**src/rtl/keypad_scan_4x4.sv**
```systemverilog
`default_nettype none
// ============================================================================
// Module   : keypad_scan_4x4
// Purpose  : 4x4 matrix keypad scanner with frame-level debounce and one-cycle
//            key events carrying a {col,row} key code.
// Revision : 1.0 - initial release
// ============================================================================
module keypad_scan_4x4 #(
    parameter int SCAN_DIV = 100000,
    parameter int DEBOUNCE = 10
) (
    input  logic       clk,
    input  logic       rst_n,
    input  logic [3:0] ROW_IN,
    output logic [3:0] COL_OUT,
    output logic       key_valid,
    output logic [3:0] key_code,
    output logic       key_down
);

    localparam int              c_PW         = (SCAN_DIV > 1) ? $clog2(SCAN_DIV) : 1;
    localparam logic [c_PW-1:0] c_PRESC_MAX  = c_PW'(SCAN_DIV - 1);
    localparam logic [c_PW-1:0] c_PRESC_ONE  = c_PW'(1);
    localparam logic [3:0]      c_DEB        = 4'(DEBOUNCE);
    // Candidate encoding: bit 4 clear = single key {col,row}; set = NONE/MULTI
    localparam logic [4:0]      c_CAND_NONE  = 5'b10000;
    localparam logic [4:0]      c_CAND_MULTI = 5'b10001;

    typedef enum logic [1:0] {
        COL0 = 2'd0,
        COL1 = 2'd1,
        COL2 = 2'd2,
        COL3 = 2'd3
    } col_state_t;

    logic [3:0]      r_row_meta;
    logic [3:0]      r_row_sync;
    logic [c_PW-1:0] r_presc;
    col_state_t      r_col_state;
    col_state_t      w_col_next;
    logic [15:0]     r_frame;
    logic [15:0]     w_frame_full;
    logic [3:0]      w_col_base;
    logic [4:0]      r_prev_cand;
    logic [3:0]      r_stab_cnt;
    logic            w_scan_tick;
    logic            w_frame_end;
    logic [4:0]      w_closed_cnt;
    logic [3:0]      w_closed_idx;
    logic [4:0]      w_cand;
    logic            w_match;
    logic [3:0]      w_cnt_next;
    logic            w_reach;

    always_ff @(posedge clk or negedge rst_n) begin
        if (!rst_n) begin
            r_row_meta <= '0;
            r_row_sync <= '0;
        end else begin
            r_row_meta <= ROW_IN;
            r_row_sync <= r_row_meta;
        end
    end

    assign w_scan_tick = (r_presc == c_PRESC_MAX);
    assign w_frame_end = w_scan_tick && (r_col_state == COL3);

    always_ff @(posedge clk or negedge rst_n) begin
        if (!rst_n) begin
            r_presc <= '0;
        end else if (w_scan_tick) begin
            r_presc <= '0;
        end else begin
            r_presc <= r_presc + c_PRESC_ONE;
        end
    end

    always_ff @(posedge clk or negedge rst_n) begin
        if (!rst_n) begin
            r_col_state <= COL0;
        end else begin
            r_col_state <= w_col_next;
        end
    end

    always_comb begin
        w_col_next = r_col_state;
        COL_OUT    = 4'b1110;
        case (r_col_state)
            COL0: begin
                COL_OUT = 4'b1110;
                if (w_scan_tick) w_col_next = COL1;
            end
            COL1: begin
                COL_OUT = 4'b1101;
                if (w_scan_tick) w_col_next = COL2;
            end
            COL2: begin
                COL_OUT = 4'b1011;
                if (w_scan_tick) w_col_next = COL3;
            end
            COL3: begin
                COL_OUT = 4'b0111;
                if (w_scan_tick) w_col_next = COL0;
            end
            default: begin
                COL_OUT    = 4'b1110;
                w_col_next = COL0;
            end
        endcase
    end

    // The accumulator holds active-high "closed" bits at index col*4+row
    assign w_col_base = {r_col_state, 2'b00};

    always_comb begin
        w_frame_full = r_frame;
        w_frame_full[w_col_base +: 4] = ~r_row_sync;
    end

    always_ff @(posedge clk or negedge rst_n) begin
        if (!rst_n) begin
            r_frame <= '0;
        end else if (w_frame_end) begin
            r_frame <= '0;
        end else if (w_scan_tick) begin
            r_frame <= w_frame_full;
        end
    end

    always_comb begin
        w_closed_cnt = '0;
        w_closed_idx = '0;
        for (int i = 0; i < 16; i++) begin
            if (w_frame_full[i]) begin
                w_closed_cnt = w_closed_cnt + 5'd1;
                w_closed_idx = 4'(i);
            end
        end
        if (w_closed_cnt == 5'd0) begin
            w_cand = c_CAND_NONE;
        end else if (w_closed_cnt == 5'd1) begin
            w_cand = {1'b0, w_closed_idx};
        end else begin
            w_cand = c_CAND_MULTI;
        end
        w_match = (w_cand == r_prev_cand);
        if (!w_match) begin
            w_cnt_next = 4'd1;
        end else if (r_stab_cnt >= c_DEB) begin
            w_cnt_next = c_DEB;
        end else begin
            w_cnt_next = r_stab_cnt + 4'd1;
        end
        // Only the transition into DEBOUNCE fires; a saturated run stays silent
        w_reach = (w_cnt_next == c_DEB) && (r_stab_cnt != c_DEB);
    end

    always_ff @(posedge clk or negedge rst_n) begin
        if (!rst_n) begin
            r_stab_cnt  <= '0;
            r_prev_cand <= c_CAND_NONE;
            key_valid   <= 1'b0;
            key_code    <= 4'h0;
            key_down    <= 1'b0;
        end else begin
            key_valid <= 1'b0;
            if (w_frame_end) begin
                r_stab_cnt  <= w_cnt_next;
                r_prev_cand <= w_cand;
                if (w_reach) begin
                    if (!w_cand[4] && !key_down) begin
                        key_code  <= w_cand[3:0];
                        key_down  <= 1'b1;
                        key_valid <= 1'b1;
                    end else if ((w_cand == c_CAND_NONE) && key_down) begin
                        key_down <= 1'b0;
                    end
                end
            end
        end
    end

endmodule
`default_nettype wire

```
**config.mk**
```make
export PLATFORM = sky130hd
export DESIGN_NAME = keypad_scan_4x4
export DESIGN_NICKNAME = d
export VERILOG_FILES = /design/src/rtl/keypad_scan_4x4.sv
export SDC_FILE = /design/constraint.sdc
export NUM_CORES = 1
export LEC_CHECK = 0
export CORE_ASPECT_RATIO = 1.1
export CORE_MARGIN = 5
export CORE_UTILIZATION = 55
export DETAILED_ROUTE_END_ITERATION = 7
export PLACE_DENSITY_LB_ADDON = 0.3
export SKIP_CTS_REPAIR_TIMING = 1
export SLEW_MARGIN = 5
export SYNTH_ARGS = -nofsm -noshare
export SYNTH_HDL_FRONTEND = slang
export SYNTH_SLANG_ARGS = --single-unit
```
**constraint.sdc**
```tcl
create_clock -name clk -period 11.08 [get_ports clk]
set_input_delay 2.216 -clock clk [delete_from_list [all_inputs] [get_ports clk]]
set_output_delay 2.216 -clock clk [all_outputs]
set_load 0.05 [all_outputs]
```
==> key figures <==
Floorplanning
  • I/O Pins: 16
  • Die ar.: 11100 um^2
  • # rows: 36
  • Initial Utilization: 56.1%
  • Core region area: 8870 um^2
  • Die span in x: 101 um
  • Die H: 110 um

Global route
  • Tot GR Track Use: 21.8%
  • Vias in the first global route: 4105
  • Initial antenna violation count: 0
  • First-pass GRT wire length: 19.4 mm
  • Grt ovf: 0
  • Largest net degree at the start of global routing: 59

Min path
  • Worst hold-check path type: flop to flop

STA
  • Setup_tns: 0 ps
  • Fmax: 0.0935 GHz
  • Fin crit period: 10700 ps
  • Fin Hold WS: 349 ps
  • Worst-margin pin slew: 956 ps
  • Final setup margin: 382 ps
  • Fin crit share: 96.6%
  • Clk_skew: 12.0 ps
  • Slew HR: 36.0%
  • Slew Limit Fails: 0
  • Final Hold Vio Count: 0
  • Final setup fails: 0

Setup path
  • CP Class: flop to flop
  • Worst Setup End Kind: flop
  • Worst path slowest cell: dfrtp_2
  • Worst EP arrival: 10930 ps
  • Critical Path RT: 11310 ps
  • Critical path's largest stage delay: 450 ps
  • Critical path fanouts, max: 5
  • Nature of the critical path startpoint: flop
  • Most common cell on crit path: ha_1

Power
  • Max IR drop VDD: 0.136 mV
  • P_leak: 2.44 nW
  • Total internal power: 0.396 mW
  • Sw power: 0.145 mW
  • Clk pwr share: 40.5%
  • Pwr/cell area: 94.0 nW/um^2
  • Switching share of power: 26.8%
  • Reg power frac: 39.7%
  • Pwr Total: 0.541 mW
  • Comb power frac: 19.8%

Placement
  • Port bufs: 15
  • Placer congestion estimate: 0.848
  • Post-DP HPWL: 8.23 mm
  • Post-Place Setup Slack: -284 ps

Route
  • Final WL: 11.4 mm
  • Vias per cell: 6.03
  • DR DRC count: 0
  • Antenna viol nets, final: 0
  • Vias: 4205
  • Routed length per instance: 16.3 um
  • DRT iter0 DRCs: 244
  • 1st-pass router iterations: 4

Clock network
  • Cts bufs inserted: 9
  • Maximum clock insertion buffer count: 2
  • Sink Count: 58
  • H-tree levels: 3
  • Worst-skew pair later-pin latency: 350 ps
  • Clock transition at path regs: 70 ps
  • CTS tree: built
  • Root Buffer: clkbuf_8

Layout
  • Layout Nets: 609
  • Layout cell share with drive strength beyond 1: 19.2%
  • N_diodes: 0
  • Layout area overhead: 15.6%

Flow run
  • Max-cap viol count: 0

Yosys
  • Asr flop ratio synth: 100%
  • Sequential share of the synthesized area: 29.2%
  • Cell Area, Synth: 4980 um^2
  • Largest area contributor in the netlist: dfrtp_1
  • Post-synth EDFFs: 0
  • Syn nets: 576
  • Yosys reg bits: 58
  • Syn_area_per_cell: 9.13 um^2
  • Synth area leaders: dfrtp_1 29%, ha_1 6.3%, nand2_1 4.7%
  • Post-synth cell types: 83
  • Gate count of the mapped netlist: 545
  • Synth Warn #: 0
  • Proportion of netlist area held by the largest area contributor: 28.7%
  • Most used DFF post-synth: dfrtp_1

Status
  • Status: complete, no violations
-- kinds of logic after synthesis --
logic type	synth area share [%]
adder cells (fa/ha/maj)	6.28
multiplexers	4.15
buffers and inverters	3.04
AO/OA/AOI/OAI	19.2
AND/OR/NAND/NOR	24.0
flip-flops	29.2
XOR/XNOR	14.2
-- final timing paths --
kind,start,end,slack (ps),cells after the start
max in group asynchronous,rst_n,r_col_state[1],8530,2
hold / removal,r_row_meta[3],r_row_sync[3],350,0
setup / recovery,r_col_state[1],key_code[2],380,53
min in group asynchronous,rst_n,r_frame[4],2010,2
hold reg to reg,r_row_meta[3],r_row_sync[3],350,0
setup reg to reg,r_col_state[1],key_code[2],380,53
-- worst max-delay path, delay by kind of cell, from the launching register on --
kind	cells	cell delay, ps
AND/OR/NAND/NOR	21	3160
AO/OA/AOI/OAI	9	1110
XOR/XNOR	1	140
multiplexers	5	1440
flip-flops	1	450
buffers and inverters	2	140
adder cells (fa/ha/maj)	15	4100
-- cells in the mapped netlist (3+ instances only) --
master and instances:
a211o_1 3, nor3_1 15, nor2_1 42, mux2_2 9
o211ai_1 7, mux2_4 3, nand2_1 62, a2bb2oi_1 7
and3_1 8, nand3b_1 9, buf_6 3, a22oi_1 3
or3_1 6, dfrtp_1 57, o31ai_1 19, xnor2_2 4
xor2_1 19, o2bb2ai_1 5, clkbuf_1 12, xnor2_4 4
nand3_1 27, mux2i_1 6, inv_1 14, a21o_1 7
nand4_1 6, ha_1 25, xnor3_1 4, inv_2 4
nor4b_1 4, o21ai_1 4, nor2b_1 6, nand2b_1 6
nor4_1 3, xnor2_1 24, a21oi_1 14, o21ai_0 27
and2_1 5, a211oi_1 4
-- power groups by stage --
stage | Sequential [mW] | Combinational (mW) | Clock, mW
6_report | 0.215 | 0.107 | 0.219
5_1_grt | 0.215 | 0.118 | 0.235
4_1_cts | 0.215 | 0.0921 | 0.223
3_5_place_dp | 0.219 | 0.0906 | 0
3_3_place_gp | 0.219 | 0.0873 | 0
2_1_floorplan | 0.218 | 0.0683 | 0
-- layout by cell type, fill, tap and decap left out, types with 4 or more instances in the layout --
cell | synthesis | layout
o31ai_1 | 19 | 18
nor2_2 | 0 | 5
mux2i_1 | 6 | 6
dfrtp_1 | 57 | 56
nand4_1 | 6 | 6
xnor3_1 | 4 | 4
ha_4 | 0 | 5
and3_1 | 8 | 8
a211oi_1 | 4 | 4
or3_1 | 6 | 4
nor2b_1 | 6 | 6
nand3_1 | 27 | 27
o21ai_0 | 27 | 24
nand2_1 | 62 | 60
and2_1 | 5 | 5
inv_1 | 14 | 12
clkbuf_8 | 0 | 10
mux2_4 | 3 | 4
xnor2_1 | 24 | 23
nand2b_1 | 6 | 6
buf_4 | 0 | 23
o211ai_1 | 7 | 7
xnor2_2 | 4 | 4
inv_2 | 4 | 6
or3_4 | 2 | 4
a2bb2oi_1 | 7 | 7
nor4b_4 | 2 | 4
a21oi_1 | 14 | 14
nand3b_1 | 9 | 9
ha_1 | 25 | 19
o21ai_1 | 4 | 6
clkdlybuf4s50_1 | 0 | 14
mux2_2 | 9 | 8
o2bb2ai_1 | 5 | 5
a21o_1 | 7 | 7
nor2_1 | 42 | 36
xor2_1 | 19 | 19
nor3_1 | 15 | 15
xnor2_4 | 4 | 5
-- flip-flops by register name, indices dropped and copies added, names as in the netlist --
| signal | count |
|---|---|
| r_presc | 17 |
| key_code | 4 |
| r_row_sync | 4 |
| key_down | 1 |
| r_prev_cand | 5 |
| r_frame | 16 |
| r_stab_cnt | 4 |
| key_valid | 1 |
| r_col_state | 2 |
| r_row_meta | 4 |
-- area by class of cell --
| class | instances | area, um^2 |
|---|---|---|
| clock buffers | 11 | 141 |
| clock inverters | 5 | 77.6 |
| fillers | 706 | 3120 |
| inverters | 18 | 67.6 |
| multi-input cells | 453 | 3550 |
| flip-flops and latches | 58 | 1450 |
| well taps | 114 | 143 |
| repair buffers | 38 | 318 |
-- metal layers --
layer | GRT usage [%] | vias up | share of wire, %
met5 | 0 | - | 0
met4 | 6.64 | 0 | 1.4
met3 | 3.55 | 15 | 3.3
met2 | 37.4 | 69 | 50
met1 | 28.0 | 2038 | 45
li1 | - | 2083 | -
-- through the flow --
stage,instance area [um^2],utilization [%],std cells
2_1_floorplan,4980,-,545
3_3_place_gp,5320,60.0,677
3_5_place_dp,5320,60.0,677
4_1_cts,5540,62.5,693
5_1_grt,5760,64.9,697
6_report,5760,64.9,697
Note: power is estimated with default switching activity, not from simulation.
